`src/rtl/fft_addr_gen.sv`:
```
// Radix-2 DIT in-place FFT butterfly address sequencer with registered outputs.
// Optional bit-reversed input-load phase enabled by defining FFT_AG_BITREV_LOAD_EN.
module fft_addr_gen #(
  parameter int LOG2N = 5,
  parameter int STG_W = 3
) (
  input  logic             clk,
  input  logic             sclr_n,
  input  logic             start,
  input  logic             stall,
  output logic             busy,
  output logic             valid,
  output logic             load_vld,
  output logic [LOG2N-1:0] addr_a,
  output logic [LOG2N-1:0] addr_b,
  output logic [LOG2N-2:0] tw_addr,
  output logic [STG_W-1:0] stage,
  output logic             done
);

  // Handshake: valid/load_vld high means the registered addresses describe an
  // operation issued this cycle; a stalled edge re-shows the pending one with valid low.
  typedef enum logic [1:0] {IDLE, LOAD, RUN, DONE} state_t;

  localparam logic [LOG2N-1:0] ONE       = LOG2N'(1);
  localparam logic [STG_W-1:0] LAST_STG  = STG_W'(LOG2N - 1);

  state_t           state_q, state_d;
  logic [STG_W-1:0] s_q, s_d;
  logic [LOG2N-2:0] j_q, j_d;
  logic [LOG2N-1:0] k_q, k_d;
  logic             fin_q, fin_d;

  logic             busy_d, valid_d, load_d, done_d;
  logic [LOG2N-1:0] a_d, b_d;
  logic [LOG2N-2:0] tw_d;
  logic [STG_W-1:0] stage_d;
  logic             do_run, do_load, hold;

  logic [LOG2N-1:0] half, mask, jx, pos, bf_a, bf_b, tw_full;
  logic [LOG2N-2:0] bf_tw;

  function automatic logic [LOG2N-1:0] bitrev(input logic [LOG2N-1:0] v);
    logic [LOG2N-1:0] r;
    for (int i = 0; i < LOG2N; i++) r[i] = v[LOG2N-1-i];
    return r;
  endfunction

  // grp*2*half is j with its low s bits cleared, shifted up by one.
  always_comb begin
    half    = ONE << s_q;
    mask    = half - ONE;
    jx      = {1'b0, j_q};
    pos     = jx & mask;
    bf_a    = ((jx & ~mask) << 1) | pos;
    bf_b    = bf_a + half;
    tw_full = pos << (LAST_STG - s_q);
    bf_tw   = tw_full[LOG2N-2:0];
  end

  always_comb begin
    state_d = state_q;
    s_d     = s_q;
    j_d     = j_q;
    k_d     = k_q;
    fin_d   = fin_q;
    valid_d = 1'b0;
    load_d  = 1'b0;
    done_d  = 1'b0;
    a_d     = '0;
    b_d     = '0;
    tw_d    = '0;
    stage_d = '0;
    do_run  = 1'b0;
    do_load = 1'b0;
    hold    = stall;

    case (state_q)
      IDLE: begin
        hold = 1'b0;
        if (start) begin
`ifdef FFT_AG_BITREV_LOAD_EN
          state_d = LOAD;
          do_load = 1'b1;
`else
          state_d = RUN;
          do_run  = 1'b1;
`endif
        end
      end
      LOAD: begin
        if (fin_q) begin
          state_d = RUN;
          fin_d   = 1'b0;
          do_run  = 1'b1;
        end else begin
          do_load = 1'b1;
        end
      end
      RUN: begin
        if (fin_q) begin
          state_d = DONE;
          fin_d   = 1'b0;
          done_d  = 1'b1;
        end else begin
          do_run = 1'b1;
        end
      end
      DONE:    state_d = IDLE;
      default: state_d = IDLE;
    endcase

    if (do_load) begin
      a_d = bitrev(k_q);
`ifdef FFT_AG_BITREV_LOAD_EN
      load_d = !hold;
`endif
      if (!hold) begin
        k_d = k_q + ONE;
        if (k_q == '1) fin_d = 1'b1;
      end
    end

    if (do_run) begin
      a_d     = bf_a;
      b_d     = bf_b;
      tw_d    = bf_tw;
      stage_d = s_q;
      valid_d = !hold;
      if (!hold) begin
        if (j_q == '1) begin
          j_d = '0;
          if (s_q == LAST_STG) begin
            s_d   = '0;
            fin_d = 1'b1;
          end else begin
            s_d = s_q + 1'b1;
          end
        end else begin
          j_d = j_q + 1'b1;
        end
      end
    end

    busy_d = (state_d != IDLE);
  end

  always_ff @(posedge clk) begin
    if (!sclr_n) begin
      state_q  <= IDLE;
      s_q      <= '0;
      j_q      <= '0;
      k_q      <= '0;
      fin_q    <= 1'b0;
      busy     <= 1'b0;
      valid    <= 1'b0;
      load_vld <= 1'b0;
      done     <= 1'b0;
      addr_a   <= '0;
      addr_b   <= '0;
      tw_addr  <= '0;
      stage    <= '0;
    end else begin
      state_q  <= state_d;
      s_q      <= s_d;
      j_q      <= j_d;
      k_q      <= k_d;
      fin_q    <= fin_d;
      busy     <= busy_d;
      valid    <= valid_d;
      load_vld <= load_d;
      done     <= done_d;
      addr_a   <= a_d;
      addr_b   <= b_d;
      tw_addr  <= tw_d;
      stage    <= stage_d;
    end
  end

endmodule

```
`config.mk`:
```
export PLATFORM = sky130hd
export DESIGN_NAME = fft_addr_gen
export DESIGN_NICKNAME = d
export VERILOG_FILES = /design/src/rtl/fft_addr_gen.sv
export SDC_FILE = /design/constraint.sdc
export NUM_CORES = 1
export LEC_CHECK = 0
export BUFFER_PORTS_ARGS = -buffer_cell sky130_fd_sc_hd__buf_4
export CAP_MARGIN = 20
export CORE_MARGIN = 5
export CORE_UTILIZATION = 59
export CTS_BUF_LIST = sky130_fd_sc_hd__clkbuf_8
export DETAILED_ROUTE_END_ITERATION = 10
export PLACE_DENSITY = 0.79
export SYNTH_ARGS = -nofsm -noshare
export SYNTH_HDL_FRONTEND = slang
export SYNTH_SLANG_ARGS = --single-unit
```
`constraint.sdc`:
```
create_clock -name clk -period 8.05 [get_ports clk]
set_input_delay 1.2075 -clock clk [delete_from_list [all_inputs] [get_ports clk]]
set_output_delay 1.2075 -clock clk [all_outputs]
set_load 0.01 [all_outputs]
```
---- Yosys cells after proc, flatten, opt, wreduce, memory -nomap -nowiden ----
Cells that the tools add are included.
storage, ports and cells
  register bits ........................... 35
  latch bits .............................. 0
  memory bits (writable) .................. 0
  memory bits (read-only) ................. 0
  input bits .............................. 4
  memories ................................ 0
cells by class
  add/sub/neg operators ................... 6
  multiply operators ...................... 0
  div/mod/pow operators ................... 0
  magnitude comparators ................... 0
  equality and inequality tests ........... 6
  shift operators ......................... 2
  muxes and demuxes ....................... 22
  bitwise gates (word level) .............. 5
  reduce and logical (&&, ||, !) cells .... 9
operator list
  cell                                              count
  two-way mux 1 bit                                 13
  two-way mux 5 bit                                 2
  case mux 2 bit (4 select lines)                   1
  AND reduction 2 bit                               4
  two-way mux 2 bit                                 3
  adder 5 x 1 -> 5 bit, second input constant       1
  adder 5 bit                                       1
  bitwise AND 4 x 5 -> 5 bit                        1
  == test 5 bit, second input constant              1
  bitwise OR 5 bit                                  1
  << shifter 1 x 3 -> 5 bit, first input constant   1
  << shifter 5 x 3 -> 4 bit                         1
  subtractor 5 x 1 -> 5 bit, second input constant  1
  adder 4 x 1 -> 4 bit, second input constant       1
  bitwise AND 4 bit                                 1
  == test 2 bit, second input constant              2
  == test 4 bit, second input constant              1
  two-way mux 4 bit                                 1
  inverter 4 bit                                    1
  adder 3 x 1 -> 3 bit, second input constant       1
  == test 3 bit, second input constant              1
  two-way mux 3 bit                                 1
  case mux 1 bit (3 select lines)                   1
  AND reduction 3 bit                               1
  7 further kinds                                   7

---- Depth between registers and ports, before layout ----
  depth in word-level cells ............... 10
  gate-level depth with buffers ........... 15
  mapped depth without buffers ............ 13

---- Worst setup path after synthesis ----
No wires, ideal clock.
  kind .................................... register to register
  start point ............................. register s_q[1]
  end point ............................... register addr_b[4]
  setup time .............................. 115 ps
  arrival ................................. 2949 ps
  path slack .............................. 4986 ps
  stages on the path, launching flop included .. 16
  path buffers ............................ 2
  clock period less this slack ............ 3064 ps
  cell sequence ........................... dfxtp_1 clkbuf_1 inv_1 ha_1 ha_1 clkbuf_1 or3_1 a32oi_1 nand2b_1 nand2_1 ha_1 o211a_1 a21oi_1 o21ai_0 xnor2_1 and2_1
between the ends
  word-level cells in the longest chain between the ends .. 6
  elaborated cells on any way between the ends .. 7
  those cells by class .................... add/sub (2); shift (1); bitwise (4)
RTL lines
  item                         line  RTL
  start: declaration           29    logic [STG_W-1:0] s_q, s_d;
  start signal: assignment     151   s_q <= '0;
  start signal: assignment     165   s_q <= s_d;
  << shifter 1 x 3 -> 5 bit *  51    half = ONE << s_q;
  subtractor 5 x 1 -> 5 bit    52    mask = half - ONE;
  inverter 4 bit               55    bf_a = ((jx & ~mask) << 1) | pos;
  bitwise AND 4 bit            55
  bitwise OR 5 bit             55
  adder 5 bit *                56    bf_b = bf_a + half;
  end signal: assignment       160   addr_b <= '0;
  end signal: assignment       174   addr_b <= b_d;
  end: declaration             15    output logic [LOG2N-1:0] addr_b,
Every way passes the cells marked *; elsewhere a longest branch is shown, timed or not.
A chain may end at the register's enable or synchronous reset.

---- Worst setup path in the final report ----
  start point ............................. register s_q[0]
  end point ............................... register addr_b[4]
The elaborated chain is that of the path after synthesis.

==> impl_metrics.json <==
{
  "outcome": "completed",
  "ir_drop_uv": 147,
  "holdPathStages": 2,
  "cts.sinks": 35,
  "hold_violations": 0,
  "worst_setup_path_start_kind": "flop",
  "vias": 1551,
  "synth_seq_area_share_pct": 38.1,
  "cts.hold.buffers_added": 0,
  "drive_gt1_share_pct": 15.3,
  "drc": 0,
  "critical-path-max-stage-delay_ns": 0.51,
  "clock.fmax_ghz": 0.299,
  "min_from": "k_q[4]",
  "slew_violations": 0,
  "path_depth": 13,
  "total_leakage_power_nw": 0.889,
  "avgSynthCellArea_um2": 8.81,
  "rows": 20,
  "design.portCount": 25,
  "fin_nets": 249,
  "seqCellArea_um2": 701,
  "tritoncts_clock_tree": "built",
  "hold_path.class": "reg2reg",
  "cp_slowest_cell": "sky130_fd_sc_hd__dfxtp_1",
  "critical_path_class": "reg2reg",
  "numPlacedInstances": 265,
  "clock_pin_slew_reported_for_the_worst_setup_and_hold_paths_after_clock_tree_synthesis_ns": 0.07,
  "post-cts-setup-buffer-count": 0,
  "netlist_area_before_placement_mm2": 0.00184,
  "postRouteWirelength_um": 3990,
  "arrival_ns": 3.53,
  "portBuffers": 23,
  "required_time_of_the_critical_path_ns": 8.23,
  "starting_utilization_of_the_core_area_pct": 60.8,
  "cp_top_family": "adder cells",
  "timing.reg2reg.setup_slack_ns": 4.71,
  "n_antenna_cell": 0,
  "numCtsBuffers": 5,
  "antenna_found_initial": 0,
  "worst_skew_pair.late_latency_ns": 0.29,
  "globalRouteTotalUtil_pct": 20.4,
  "final.min_clock_period_ns": 3.34,
  "cp_num_buf_inv": 1,
  "timing.slew.headroom_pct": 51.0,
  "grt_first_pass_wirelength_um": 6690,
  "multi_input_area_mm2": 0.00105,
  "clock_tree.root_cell": "sky130_fd_sc_hd__clkbuf_8",
  "worstHoldEndpoint": "addr_a[0]",
  "finalCritPeriodShare_pct": 41.5,
  "routed_wl_per_cell_um": 14.6,
  "drv.max_cap_violation_count": 0,
  "timing.critical_path.fanout_max": 9,
  "synth-main-ff-cell": "sky130_fd_sc_hd__dfxtp_1",
  "utilization_pct": 69.3,
  "synth-seq-cells": 35,
  "adder_cell_area_share_of_the_yosys_netlist_pct": 12.0,
  "place_congestion": 0.883,
  "fill_cells": 252,
  "die-area_mm2": 0.00434,
  "synth-async-reset-ratio_pct": 0,
  "r2r-end": "addr_b[4]",
  "post_synth_inst_count": 209,
  "post_synthesis_simple_gate_area_fraction_pct": 22.0,
  "cts_resized": 0,
  "timing.critical_path.mode_cell": "sky130_fd_sc_hd__ha_1",
  "setup.worst_path.end_class": "flop",
  "grt_setup_unrepaired": "no",
  "htree_num_levels": 2,
  "via_count_of_the_first_global_routing_pass": 1491,
  "post_synth_mux_area_share_pct": 3.81,
  "synth_compound_gate_area_share_pct": 15.3,
  "die_h_um": 65.9,
  "dieWidth_um": 65.9,
  "timing_worst_slew_pin_value_ns": 0.734,
  "hold_ws_ns": 0.507,
  "post_layout_nonfiller_instances": 273,
  "ff2ff_path_depth": 13,
  "drt_pre_antenna_iters": 4,
  "synth-xor-area-share_pct": 3.81,
  "yosys_warnings": 0,
  "distinct_cell_type_count_of_the_synthesized_netlist": 48,
  "number_of_enable_flip_flop_cells_after_synthesis": 0,
  "final_antenna_net_count": 0,
  "synth_top_family_by_area": "simple AND/OR/NAND/NOR gates",
  "max-clock-path-buffers": 2,
  "detail_route.iter0.violations": 135,
  "drt-vias-per-instance": 5.68,
  "areaGrowthSynthToFinish_pct": 13.9,
  "crit-reg2reg-launch": "s_q[0]",
  "setup_viol": 0,
  "series_of_cell_instances_along_the_critical_path": "inv_1, ha_1, ha_1, or3_1, a32oi_1, nand2b_1, nand2_1, ha_1, o211a_1, a21oi_1, o21ai_0, xnor2_1, and2_1",
  "powerDensity_mw_per_mm2": 181,
  "final.setup.tns_ns": 0,
  "grt_start_max_net_pins": 24,
  "placeableCoreArea_mm2": 0.00303,
  "grt_overflow": 0,
  "timing.clock.skew_ns": 0.00403,
  "dpl.hpwl_um": 2980
}
==> worst register-to-register path: stages (launching register included) <==
cell and delay (ns):
sky130_fd_sc_hd__dfxtp_1 0.51, sky130_fd_sc_hd__inv_1 0.18, sky130_fd_sc_hd__ha_1 0.27, sky130_fd_sc_hd__ha_1 0.28, sky130_fd_sc_hd__or3_1 0.38, sky130_fd_sc_hd__a32oi_1 0.38, sky130_fd_sc_hd__nand2b_1 0.18, sky130_fd_sc_hd__nand2_1 0.06
sky130_fd_sc_hd__ha_1 0.31, sky130_fd_sc_hd__o211a_1 0.12, sky130_fd_sc_hd__a21oi_1 0.12, sky130_fd_sc_hd__o21ai_0 0.13, sky130_fd_sc_hd__xnor2_1 0.16, sky130_fd_sc_hd__and2_1 0.15
==> cells in the final DEF (no fill, tap or decap), drive strengths merged, types with 2 or more instances in the layout <==
cell	netlist	final
a21o	3	3
a311oi	2	2
o21bai	3	3
o21ai	10	10
nor2	20	20
nor3	10	10
o21a	2	2
xor2	4	4
buf	5	23
a211oi	2	2
nand3	5	5
xnor2	4	4
clkbuf	7	5
inv	8	9
a21oi	11	11
conb	1	2
mux2i	7	7
ha	16	16
nand2b	4	4
and2	3	3
nand2	17	17
and3	4	4
dfxtp	35	35
or3	3	3
nor2b	5	5
==> per-stage QoR <==
| step | worst slack [ns] | power (mW) | instance area (um^2) |
|---|---|---|---|
| after global placement | 5.01 | 0.260 | 2010 |
| after floorplan | 4.99 | 0.241 | 1840 |
| after detailed placement | 4.75 | 0.263 | 2010 |
| final | 4.71 | 0.379 | 2100 |
| after global routing | 4.52 | 0.402 | 2100 |
| after CTS | 4.74 | 0.383 | 2100 |
==> power by group <==
part	switching, mW	total (mW)	leakage [nW]	internal, mW
Sequential	0.00973	0.192	0.284	0.182
Clock	0.0607	0.120	0.0453	0.0590
Combinational	0.0382	0.0676	0.560	0.0294
==> worst max path at each step <==
| stage | startpoint | slack, ns | to |
|---|---|---|---|
| floorplan | s_q[1] | 4.99 | addr_b[4] |
| finish | s_q[0] | 4.71 | addr_b[4] |
| detailed placement | s_q[0] | 4.75 | addr_b[4] |
| CTS | s_q[0] | 4.74 | addr_b[4] |
| global placement | s_q[0] | 5.01 | addr_b[4] |
| global route | s_q[0] | 4.52 | addr_b[4] |
==> sequential cells by signal, summed over array words and instances (netlist names) <==
name     cells
addr_a       5
addr_b       5
k_q          5
j_q          4
tw_addr      4
s_q          3
stage        3
state_q      2
busy         1
done         1
fin_q        1
valid        1
==> cell type report <==
class,count,area share (%)
multi-input combinational,155,50.2
clock buffer,5,3.28
clock inverter,3,0.776
timing repair buffer,23,8.23
tap,44,2.63
inverter,8,1.43
sequential,35,33.4
==> cell usage after synthesis, drive strengths merged, types with 5 or more instances <==
master  number  area, um^2
ha          16         200
clkbuf       7        26.3
dfxtp       35         701
nor2b        5        31.3
nand2       17        63.8
a21oi       11        55.1
nand3        5        25.0
mux2i        7        70.1
nor2        20        75.1
buf          5        33.8
o21ai       10        50.1
inv          8        30.0
nor3        10        50.1
==> per-layer routing <==
metal | GRT usage [%] | part of all wire [%] | vias up
li1 | - | - | 761
met1 | 22.7 | 41 | 737
met2 | 35.5 | 51 | 43
met3 | 6.46 | 5.7 | 10
met4 | 8.29 | 2.2 | 0
met5 | 0 | 0 | -
==> cell families (layout without fill, tap and decap cells) <==
group                      Yosys count  count (layout)
adders and majority gates           17              17
xor gates and xnor gates             8               8
AOI/OAI and AO/OA                   41              41
buffers and inverters               20              39
DFF                                 35              35
muxes                                7               7
other                                1               2
and+or+nand+nor                     80              80
Note: power is estimated with default switching activity, not from simulation.
